### src/rtl/serial_add_sub_if.sv
// Handshake/operand bundle for the digit-serial adder/subtractor.
//   master: drives start, mode, a, b, cin; observes busy, done, result, cout, ovf
//   slave : the datapath side (serial_add_sub)
interface serial_add_sub_if #(
  parameter int unsigned WIDTH = 16
);
  logic             start;
  logic             mode;
  logic [WIDTH-1:0] a;
  logic [WIDTH-1:0] b;
  logic             cin;
  logic             busy;
  logic             done;
  logic [WIDTH-1:0] result;
  logic             cout;
  logic             ovf;

  modport master (
    output start, mode, a, b, cin,
    input  busy, done, result, cout, ovf
  );

  modport slave (
    input  start, mode, a, b, cin,
    output busy, done, result, cout, ovf
  );
endinterface

### src/rtl/serial_add_sub.sv
// Digit-serial adder/subtractor: a+b+cin or a-b-cin, DIGIT bits per clock, LSB digit first.
//   clk, rst_n : clock, asynchronous active-low reset
//   bus.start  : request (sampled in IDLE only); bus.mode 0=add, 1=subtract
//   bus.a/b/cin: operands and carry/borrow-in, latched on the accepting edge
//   bus.busy   : high while not IDLE; bus.done: one-cycle completion pulse
//   bus.result/cout/ovf: sum/difference, carry (add) or borrow (sub), signed overflow
// WIDTH must be >= 2 and a multiple of DIGIT.
module serial_add_sub #(
  parameter int unsigned WIDTH = 16,
  parameter int unsigned DIGIT = 4
) (
  input  logic              clk,
  input  logic              rst_n,
  serial_add_sub_if.slave   bus
);
  localparam int unsigned STEPS = WIDTH / DIGIT;
  localparam int unsigned CNT_W = (STEPS > 1) ? $clog2(STEPS) : 1;
  localparam int unsigned IDX_W = $clog2(WIDTH);
  localparam int unsigned SUM_W = DIGIT + 1;
  localparam int unsigned MSB   = WIDTH - 1;

  typedef enum logic [1:0] {S_IDLE, S_RUN, S_DONE} state_e;

  state_e           state_q, state_d;
  logic [CNT_W-1:0] step_q, step_d;
  logic [WIDTH-1:0] a_q, a_d, b_q, b_d, acc_q, acc_d, result_q, result_d;
  logic             mode_q, mode_d, carry_q, carry_d;
  logic             busy_q, busy_d, done_q, done_d, cout_q, cout_d, ovf_q, ovf_d;

  logic [IDX_W-1:0] base;
  logic [DIGIT-1:0] a_dig, b_dig;
  logic [SUM_W-1:0] dig_sum;
  logic [WIDTH-1:0] acc_full;

  // Next-state and datapath
  always_comb begin
    state_d  = state_q;
    step_d   = step_q;
    a_d      = a_q;
    b_d      = b_q;
    acc_d    = acc_q;
    result_d = result_q;
    mode_d   = mode_q;
    carry_d  = carry_q;
    cout_d   = cout_q;
    ovf_d    = ovf_q;

    // Current digit; subtraction adds the inverted b digit
    base    = IDX_W'(32'(step_q) * DIGIT);
    a_dig   = a_q[base +: DIGIT];
    b_dig   = mode_q ? ~b_q[base +: DIGIT] : b_q[base +: DIGIT];
    dig_sum = SUM_W'(a_dig) + SUM_W'(b_dig) + SUM_W'(carry_q);

    acc_full = acc_q;
    acc_full[base +: DIGIT] = dig_sum[DIGIT-1:0];

    case (state_q)
      S_IDLE: begin
        if (bus.start) begin
          a_d     = bus.a;
          b_d     = bus.b;
          mode_d  = bus.mode;
          // a - b - cin is computed as a + ~b + ~cin
          carry_d = bus.mode ? ~bus.cin : bus.cin;
          acc_d   = '0;
          step_d  = '0;
          state_d = S_RUN;
        end
      end
      S_RUN: begin
        acc_d   = acc_full;
        carry_d = dig_sum[DIGIT];
        step_d  = step_q + CNT_W'(1);
        if (step_q == CNT_W'(STEPS - 1)) begin
          state_d  = S_DONE;
          result_d = acc_full;
          cout_d   = mode_q ? ~dig_sum[DIGIT] : dig_sum[DIGIT];
          ovf_d    = (mode_q ? (a_q[MSB] != b_q[MSB]) : (a_q[MSB] == b_q[MSB]))
                     && (acc_full[MSB] != a_q[MSB]);
        end
      end
      S_DONE:  state_d = S_IDLE;
      default: state_d = S_IDLE;
    endcase

    busy_d = (state_d != S_IDLE);
    done_d = (state_d == S_DONE);
  end

  // State and output registers
  always_ff @(posedge clk or negedge rst_n) begin
    if (!rst_n) begin
      state_q  <= S_IDLE;
      step_q   <= '0;
      a_q      <= '0;
      b_q      <= '0;
      acc_q    <= '0;
      result_q <= '0;
      mode_q   <= 1'b0;
      carry_q  <= 1'b0;
      busy_q   <= 1'b0;
      done_q   <= 1'b0;
      cout_q   <= 1'b0;
      ovf_q    <= 1'b0;
    end else begin
      state_q  <= state_d;
      step_q   <= step_d;
      a_q      <= a_d;
      b_q      <= b_d;
      acc_q    <= acc_d;
      result_q <= result_d;
      mode_q   <= mode_d;
      carry_q  <= carry_d;
      busy_q   <= busy_d;
      done_q   <= done_d;
      cout_q   <= cout_d;
      ovf_q    <= ovf_d;
    end
  end

  assign bus.busy   = busy_q;
  assign bus.done   = done_q;
  assign bus.result = result_q;
  assign bus.cout   = cout_q;
  assign bus.ovf    = ovf_q;
endmodule
### src/flat_wrapper.sv
// flat-port wrapper written by rule: the top's interface ports become plain ports
module serial_add_sub_flat 
#(
  parameter int unsigned WIDTH = 16,
  parameter int unsigned DIGIT = 4
)
  (clk, rst_n, bus_start, bus_mode, bus_a, bus_b, bus_cin, bus_busy, bus_done, bus_result, bus_cout, bus_ovf);
  serial_add_sub_if #(.WIDTH(WIDTH)) bus_i ();
  input  logic clk;
  input  logic rst_n;
  input wire logic [$bits(bus_i.start)-1:0] bus_start;
  input wire logic [$bits(bus_i.mode)-1:0] bus_mode;
  input wire logic [$bits(bus_i.a)-1:0] bus_a;
  input wire logic [$bits(bus_i.b)-1:0] bus_b;
  input wire logic [$bits(bus_i.cin)-1:0] bus_cin;
  output wire logic [$bits(bus_i.busy)-1:0] bus_busy;
  output wire logic [$bits(bus_i.done)-1:0] bus_done;
  output wire logic [$bits(bus_i.result)-1:0] bus_result;
  output wire logic [$bits(bus_i.cout)-1:0] bus_cout;
  output wire logic [$bits(bus_i.ovf)-1:0] bus_ovf;
  assign bus_i.start = bus_start;
  assign bus_i.mode = bus_mode;
  assign bus_i.a = bus_a;
  assign bus_i.b = bus_b;
  assign bus_i.cin = bus_cin;
  assign bus_busy = bus_i.busy;
  assign bus_done = bus_i.done;
  assign bus_result = bus_i.result;
  assign bus_cout = bus_i.cout;
  assign bus_ovf = bus_i.ovf;
  serial_add_sub #(.WIDTH(WIDTH), .DIGIT(DIGIT)) u_core (.clk(clk), .rst_n(rst_n), .bus(bus_i));
endmodule
### config.mk
export PLATFORM = sky130hd
export DESIGN_NAME = serial_add_sub_flat
export DESIGN_NICKNAME = d
export VERILOG_FILES = /design/src/rtl/serial_add_sub_if.sv /design/src/rtl/serial_add_sub.sv /design/src/flat_wrapper.sv
export SDC_FILE = /design/constraint.sdc
export NUM_CORES = 1
export LEC_CHECK = 0
export CAP_MARGIN = 30
export CORE_ASPECT_RATIO = 0.9
export CORE_MARGIN = 2
export CORE_UTILIZATION = 50
export CTS_BUF_LIST = sky130_fd_sc_hd__clkbuf_8
export DETAILED_ROUTE_END_ITERATION = 12
export GPL_TIMING_DRIVEN = 0
export PLACE_DENSITY = 0.79
export SYNTH_ARGS = -nofsm -noshare
export SYNTH_HDL_FRONTEND = slang
export SYNTH_SLANG_ARGS = --single-unit
### constraint.sdc
create_clock -name clk -period 5.4 [get_ports clk]
set_clock_uncertainty 0.1 [all_clocks]
set_input_delay 0.54 -clock clk [delete_from_list [all_inputs] [get_ports clk]]
set_output_delay 0.54 -clock clk [all_outputs]
set_load 0.02 [all_outputs]
==> results of run 1 <==
-- synth_stat cells (3+ instances only) --
cell type   n  area, um^2
o21ai_0    12       60.06
xnor2_1     3       26.28
buf_6       5       56.30
a22o_1      9       78.83
a21oi_1     4       20.02
mux2_2     27       304.0
mux2_1      6       67.56
inv_1      16       60.06
ha_1        9       112.6
dfrtp_1    74        1852
nand2_1    11       41.29
xor2_1      4       35.03
nand3_1     4       20.02
a22o_2      3       30.03
a32oi_1     3       26.28
mux4_1      7       183.9
a32o_1      4       40.04
buf_2       5       25.02
nor2b_1     4       25.02
nor2_1     20       75.07
a221oi_1    8       70.07
-- registers in the layout, indices dropped and copies added (netlist names) --
name / count
u_core.bus.ovf: 1
u_core.step_q: 2
u_core.a_q: 16
u_core.bus.result: 16
u_core.bus.busy: 1
u_core.state_q: 2
u_core.bus.done: 1
u_core.acc_q: 16
u_core.mode_q: 1
u_core.bus.cout: 1
u_core.carry_q: 1
u_core.b_q: 16
-- metal layers --
layer	GRT usage (%)	part of all wire [%]	routed length (um)
met1	29.99	44	3398
met2	33.81	48	3705
met3	5.386	5.4	410
met4	6.952	1.6	126
met5	0	0	0
-- cells in the final DEF (no fill, tap or decap), types with 3 or more instances in the layout --
| cell | instances |
|---|---|
| a21oi_1 | 4 |
| a221oi_1 | 8 |
| a22o_1 | 9 |
| a22o_2 | 3 |
| a32o_1 | 4 |
| a32oi_1 | 3 |
| buf_2 | 5 |
| buf_4 | 3 |
| buf_6 | 5 |
| clkbuf_8 | 9 |
| clkdlybuf4s50_1 | 55 |
| clkinvlp_4 | 3 |
| dfrtp_1 | 74 |
| ha_1 | 9 |
| inv_1 | 17 |
| mux2_1 | 6 |
| mux2_2 | 27 |
| mux4_1 | 7 |
| nand2_1 | 11 |
| nand3_1 | 4 |
| nor2_1 | 20 |
| nor2b_1 | 4 |
| o21ai_0 | 12 |
| xnor2_1 | 3 |
| xor2_1 | 4 |
-- stage by stage --
| step | util, % | std cells | setup WS (ps) | area, um^2 | hold slack [ps] |
|---|---|---|---|---|---|
| after global placement | 60.93 | 426 | 1223 | 4267 | 358.7 |
| after CTS | 64.02 | 442 | 1962 | 4483 | 244.9 |
| after detailed placement | 60.89 | 426 | 1995 | 4264 | 368.8 |
| final | 64.02 | 442 | 1986 | 4483 | 224.4 |
| after floorplan | - | 277 | 2444 | 3590 | 144.4 |
| after global routing | 64.02 | 442 | 1827 | 4483 | 283.8 |
-- cell type report --
type	instances	area, um^2
multi-input combinational	173	1573
timing repair buffer	56	558.0
tap	93	116.4
inverter	17	63.81
sequential	74	1852
fill	514	2520
clock inverter	7	95.09
buffer	13	101.3
clock buffer	9	123.9
-- worst register-to-register path: cells and delay by family, from the launching register on --
| kind | cells | cell delay (ps) |
|---|---|---|
| simple gates | 1 | 300 |
| buf+inv | 1 | 230 |
| flops | 1 | 500 |
| mux | 1 | 530 |
| fa+ha+maj | 2 | 870 |
| compound gates | 1 | 180 |
| xor+xnor | 2 | 640 |
-- how the worst max path moves through the flow --
stage	to	slack (ps)	startpoint	cells past startpoint
after CTS	u_core.acc_q[10]$_DFFE_PN0P_	1960	u_core.step_q[0]$_DFFE_PN0P_	8
after global routing	u_core.acc_q[10]$_DFFE_PN0P_	1830	u_core.step_q[0]$_DFFE_PN0P_	8
after global placement	u_core.b_q[6]$_DFFE_PN0P_	1220	rst_n	1
final	u_core.acc_q[10]$_DFFE_PN0P_	1990	u_core.step_q[0]$_DFFE_PN0P_	8
after floorplan	u_core.acc_q[2]$_DFFE_PN0P_	2440	u_core.step_q[0]$_DFFE_PN0P_	8
after detailed placement	u_core.acc_q[10]$_DFFE_PN0P_	1990	u_core.step_q[0]$_DFFE_PN0P_	8
-- cell families after synthesis --
kind of cell               count (synthesis)
adders and majority gates                 11
DFF                                       74
muxes                                     41
AOI/OAI and AO/OA                         57
and+or+nand+nor                           57
buffers and inverters                     30
xor gates and xnor gates                   7
==> results.txt, run 1 <==
Max transition margin = 39.60%
Clock root cell = clkbuf_8
Largest net degree at the start of global routing = 75
Floorplan core area = 0.007003 mm^2
Crit path time final = 3414 ps
First-pass GRT wire length = 13,140 um
CTS tree = yes
Clock sinks = 74
Post-Syn Area = 0.003590 mm^2
Final hold vios = 0
Area grow syn2layout = 24.89%
Routed Antenna Nets = 0
Post-CTS Hold Buffers = 0
CP max FO = 10
Total track usage = 21.65%
CP cell instances = buf_6 > mux4_2 > xnor2_1 > fa_1 > fa_1 > xnor2_1 > and2_1 > a22o_1
Reg2Reg Depth = 8
Simple-gate share of the synthesized area = 9.829%
Synth Area in Compound Gates = 11.92%
Vias per Instance = 5.615
Synth Instances = 277
Yosys warns = 0
RSZ-0062 raised after global routing = false
Initial DRC count = 112
Largest family of logic cells by synthesized area = multiplexers
Delay-heaviest family, CP = adder cells
H-tree depth = 3
Fin crit share = 63.23%
Later-pin clock latency in the skew report = 350 ps
Initial DRT Pass Iterations = 4
Mean post-synth cell area = 12.96 um^2
Setup violators final = 0
R2R Path Start = u_core.step_q[0]$_DFFE_PN0P_
Fraction of layout cells with a size suffix above 1 = 19.77%
Initial antenna violation count = 0
Row Count = 29
Die X = 93.32 um
Sequential area share after synthesis = 51.59%
Ant. Diodes = 0
Worst r2r dst = u_core.acc_q[10]$_DFFE_PN0P_
Fmax = 292.9 MHz
Count of final max-slew check failures = 0
Port Buf Inserts = 56
CP max stage delay = 530 ps
Area of the die = 0.007874 mm^2
Setup Buffers After CTS = 0
Adder-cell share of the synthesized area = 4.252%
Post-route DRC = 0
Total number of vias = 2,482
Buf+Inv Stages, Crit Path = 1
Synth Flop Type = dfrtp_1
Post_cts resized = 0
Worst-path clk slew = 80 ps
Worst setup EP type = register
Post-DR wirelength/cell = 17.29 um
Async SR Flop Fraction = 100.0%
Syn nets = 325
Gpl congestion = 0.9165
Total grt overflow = 0
Proportion of synthesized area in mux cells = 16.10%
Slew @ Worst Pin = 906.0 ps
Worst EP arrival = 3600 ps
Count of max-cap constraint violations = 0
Initial Util = 51.26%
WP data required = 5580 ps
Setup slack, reg-to-reg = 1990 ps
Number of synthesized flops with an enable pin = 0
Distinct cells, synth = 51
Clock buffer depth = 2
FF+latch count, synth = 74
Vias in the first global route = 2,617
XOR/XNOR Fraction of Synth Area = 1.708%
Slowest-stage cell, CP = mux4_2
Io pins = 57
Fin Setup TNS = 0 ps
CTS Buf Count = 9
Hold Path Class = input pin to asynchronous set/reset pin
Startpoint Class = register
Final Routed Wirelength = 7640 um
DP HPWL = 5461 um
Die Y = 84.39 um
Outcome = finished, final reports clean
Layout Nets = 392
Critical path type = register to register
Power of run 1 is left out: the tool's default activity adds up to more than one toggle a clock period on the data nets, which glitch-free logic cannot reach.
==> run 2: changes to the inputs <==
- PLACE_DENSITY: 0.79 -> 0.82
- clock period: 5.4 -> 3 ns (I/O delays scaled with it)
==> run 2 against run 1 <==
Clock-buffer cell count unchanged. Routed wire length decreased by 1.5%. Setup slack got worse by 1900 ps. Critical path depth unchanged. Global-route usage decreased by 1.1 points. Die area unchanged. Via count increased by 1.4%. Non-clock buffer count increased by 5. First-iteration DRC count increased by 100%. Final area increased by 2.5%. Flip-flop and latch count unchanged. Utilization increased by 1.6 points. Highest routed layer unchanged.
==> results.txt, run 2 (synthesis results as in run 1) <==
Hold Path Class = register to register
Post-DR wirelength/cell = 16.84 um
Area grow syn2layout = 28.02%
Layout Nets = 397
Total number of vias = 2,517
Max transition margin = 63.13%
DP HPWL = 5163 um
Final Instance Area = 0.004596 mm^2
Initial Util = 51.26%
Total grt overflow = 0
Total track usage = 20.51%
Most common cell after layout, fill and taps aside = dfrtp_1
Min-Delay Path Depth = 2
Clock buffer depth = 2
H-tree depth = 3
Final hold vios = 0
Worst EP arrival = 3060 ps
Filler-free cell count of the finished design = 447
Clock root cell = clkbuf_8
Port Buf Inserts = 56
Critical path type = register to register
Crit path time final = 2928 ps
Worst-path clk slew = 80 ps
Reg2Reg Depth = 8
Place WS = -398.1 ps
CTS Buf Count = 9
Worst setup EP type = register
Initial antenna violation count = 0
WHS = 380.7 ps
Row Count = 29
Floorplan core area = 0.007003 mm^2
Fmax = 341.6 MHz
Fin crit share = 97.59%
Later-pin clock latency in the skew report = 350 ps
WP data required = 3130 ps
Count of final max-slew check failures = 0
CTS tree = yes
Initial DRC count = 228
Largest net degree at the start of global routing = 75
Gpl congestion = 0.8746
Slew @ Worst Pin = 547.3 ps
Final WS setup = 72.29 ps
Final Routed Wirelength = 7526 um
Outcome = finished, final reports clean
Vias per Instance = 5.631
First-pass GRT wire length = 12,560 um
Startpoint Class = register
Commonest non-fill, non-tap cells in the layout = dfrtp_1, clkdlybuf4s50_1, mux2_2, nor2_1, inv_1
Fraction of layout cells with a size suffix above 1 = 22.03%
CP max FO = 10
Clock sinks = 74
Area of the die = 0.007874 mm^2
Die Y = 84.39 um
Post-DP Area = 0.004292 mm^2
Io pins = 57
Routed Antenna Nets = 0
Initial DRT Pass Iterations = 5
Vias in the first global route = 2,551
Placed cell count = 427
Ant. Diodes = 0
Count of max-cap constraint violations = 0
Die X = 93.32 um
Setup violators final = 0
Post-route DRC = 0
-- run 2: changes by cell type in the layout (fill, tap and decap cells not counted), moves of 2 or more --
cell / delta
fa_1: -2
clkinvlp_4: -2
fa_2: +2
buf_4: +3
-- run 2: worst paths after layout --
kind / from / end / slack, ps
setup / recovery: u_core.step_q[0]$_DFFE_PN0P_ / u_core.acc_q[2]$_DFFE_PN0P_ / 70
hold / removal: u_core.bus.result[5]$_DFFE_PN0P_ / u_core.bus.result[5]$_DFFE_PN0P_ / 380
setup reg to reg: u_core.step_q[0]$_DFFE_PN0P_ / u_core.acc_q[2]$_DFFE_PN0P_ / 70
hold reg to reg: u_core.bus.result[5]$_DFFE_PN0P_ / u_core.bus.result[5]$_DFFE_PN0P_ / 380
max in group asynchronous: rst_n / u_core.step_q[0]$_DFFE_PN0P_ / 2080
min in group asynchronous: rst_n / u_core.b_q[14]$_DFFE_PN0P_ / 390
-- run 2: final cells by class --
class | count | area, um^2
Timing Repair Buffer | 61 | 618.1
Clock buffer | 9 | 123.9
Tap cell | 93 | 116.4
Fill cell | 519 | 2407
Sequential cell | 74 | 1853
Multi-Input combinational cell | 173 | 1592
Buffer | 13 | 110.1
Inverter | 17 | 63.81
Clock inverter | 7 | 118.9
-- run 2: what timing repair did --
action / in CTS / in global routing
endpoints found under the hold margin: 74 / 0
endpoints found under the setup margin: 19 / 7
pin swaps: 1 / 0
resized for setup: 5 / 3
buffers inserted: 3 / 0
hold buffers: 1 / 0
gates cloned: 0 / 0
-- run 2: worst max-delay path, stage by stage, from the launching register on --
cell and delay [ps]:
dfrtp_2 400, buf_12 150, mux4_2 520, xnor2_1 170
fa_2 400, fa_2 380, xnor2_2 180, and2_1 230
a22o_2 270
-- run 2: metal layers --
layer	up-vias	share of wire (%)	GRT usage, %
met5	-	0	0
met4	0	0.81	6.016
met3	9	5.8	4.847
met2	83	48	31.52
met1	1256	45	29.26
li1	1169	-	-
-- run 2: stage by stage --
stage / util (%) / setup TNS (ps)
after CTS: 65.46 / 0
after detailed placement: 61.28 / -2644
after global placement: 60.93 / -72110
after floorplan: - / 0
final: 65.62 / 0
after global routing: 65.62 / -3.208
Power of run 2 is left out for the same reason.
==> RTL edit: new RTL, flow settings as in run 2 <==
`DIGIT` is set to 4 in 2 places; all go to 8.
--- a/src/rtl/serial_add_sub.sv
+++ b/src/rtl/serial_add_sub.sv
@@ -8,5 +8,5 @@
 module serial_add_sub #(
   parameter int unsigned WIDTH = 16,
-  parameter int unsigned DIGIT = 4
+  parameter int unsigned DIGIT = 8
 ) (
   input  logic              clk,
--- a/src/flat_wrapper.sv
+++ b/src/flat_wrapper.sv
@@ -3,5 +3,5 @@
 #(
   parameter int unsigned WIDTH = 16,
-  parameter int unsigned DIGIT = 4
+  parameter int unsigned DIGIT = 8
 )
   (clk, rst_n, bus_start, bus_mode, bus_a, bus_b, bus_cin, bus_busy, bus_done, bus_result, bus_cout, bus_ovf);
Check against the original RTL: not equivalent (a bounded check fails within 4 cycles, from zero or initial values and one cycle with rst_n low).
==> RTL edit against run 2 <==
- routed wire length fell by 20%
- setup slack improved by 67 ps
- design area fell by 14%
- die area decreased by 14%
- sequential cell count shrank 9
- via count fell by 17%
- area after synthesis fell by 15%
- highest routed layer unchanged
Power is not shown: default switching activity piles up to over one toggle a cycle in this logic, so the estimate is an artifact.
==> RTL edit: results (changes against run 2) <==
Parameter                              Value

Synth
  Post-synthesis cell type count    43 (-16%)
  Largest cells by area after synthesis    dfrtp_1 (53%), mux2_2 (15%), nand2_1 (4.4%)
  Sequential-to-total area share from yosys stat    53.1% (+1.5 points)

Global routing
  Wire length of the first global-routing pass    10300 um (-18%)
  Gr usage total    20.2% (-0.34 points)
  Pin count of the biggest net entering global routing    39 (-48%)

Placement
  RePlAce Congestion    0.865 (-1.1%)
  HPWL Detailed    4510 um (-13%)
  Post-Place Worst Slack    -131 ps (+267 ps)
  Placed cell area    0.00373 mm^2 (-13%)

Critical path
  Setup crit end    u_core.acc_q[6]$_DFFE_PN0P_
  Crit path max-delay cell type    dfrtp_1
  Data arrival time of the critical path    3000 ps (-60 ps)
  Setup slack of the worst register-to-register path    140 ps (+70 ps)
  Destination of the worst register-to-register timing path    u_core.acc_q[6]$_DFFE_PN0P_
  Delay of the slowest critical-path stage    380 ps (-140 ps)
  Worst-case reg-to-reg path depth    9 (+1)

Run status
  Outcome    finished, final reports clean

Routing
  DRT iter0 DRCs    103 (-55%)
  Post-detailed-routing wire length    6050 um (-20%)
  Number of optimization iterations in the first detailed-route pass    4 (-1)

Timing
  Final clock period utilization by the worst path    95.4% (-2.2 points)
  Worst slew pin tran    850 ps (+303 ps)

Hold path
  Launch instance of the worst min-delay path    u_core.bus.result[4]$_DFFE_PN0P_

Final layout
  Number of nets in the layout    371 (-6.5%)
  Share of post-route cells with drive strength above 1    21.9% (-0.15 points)
RTL edit: how the worst min path moves through the flow:
stage,cells past startpoint,slack [ps],to
3_3_place_gp,2,350,u_core.bus.result[2]$_DFFE_PN0P_
5_1_grt,2,390,u_core.bus.result[7]$_DFFE_PN0P_
2_1_floorplan,0,-100,u_core.a_q[0]$_DFFE_PN0P_
3_5_place_dp,1,350,u_core.bus.result[0]$_DFFE_PN0P_
6_report,2,370,u_core.bus.result[4]$_DFFE_PN0P_
4_1_cts,2,380,u_core.bus.result[2]$_DFFE_PN0P_
RTL edit: cell families (layout without fill, tap and decap cells):
logic type      after synthesis  in the layout  share of synthesized area [%]
flops                        65             65                           53.1
fa+ha+maj                     9              9                           4.17
compound gates               36             36                           8.25
simple gates                 65             65                           10.0
xor+xnor                     13             13                           3.72
mux                          51             51                           18.4
buf+inv                      17             90                           2.33
RTL edit: critical path, delay by kind of cell (launching register included):
kind,cells,cell delay [ps]
DFF,1,380
and+or+nand+nor,2,490
buffers and inverters,2,360
adders and majority gates,1,330
muxes,1,350
AOI/OAI and AO/OA,3,730
RTL edit: what timing repair did:
action / CTS / global route
resized for setup: 3 / 4
endpoints found under the hold margin: 36 / 0
setup endpoints to repair: 6 / 6
hold buffers: 1 / 0
buffers inserted: 0 / 0
RTL edit: area by class of cell:
cell class,count,area (um^2)
buffer,10,58.8
fill,508,2060
inverter,7,26.3
clock buffer,11,151
clock inverter,4,43.8
tap,72,90.1
multi-input combinational,174,1370
timing repair buffer,58,586
sequential,65,1630
RTL edit: layer usage:
metal / wire length (um) / track usage (%) / vias to the layer above
met5: 0 / 0 / -
met4: 114 / 7.66 / 0
met3: 294 / 5.57 / 12
met2: 2930 / 32.4 / 56
met1: 2710 / 26.0 / 983
li1: - / - / 1028
RTL edit: per-stage QoR:
stage / hold WS, ps / utilization [%] / cells
4_1_cts: 376 / 65.5 / 401
2_1_floorplan: -95.6 / - / 256
5_1_grt: 392 / 65.7 / 401
3_3_place_gp: 351 / 61.8 / 384
3_5_place_dp: 355 / 62.0 / 385
6_report: 372 / 65.7 / 401
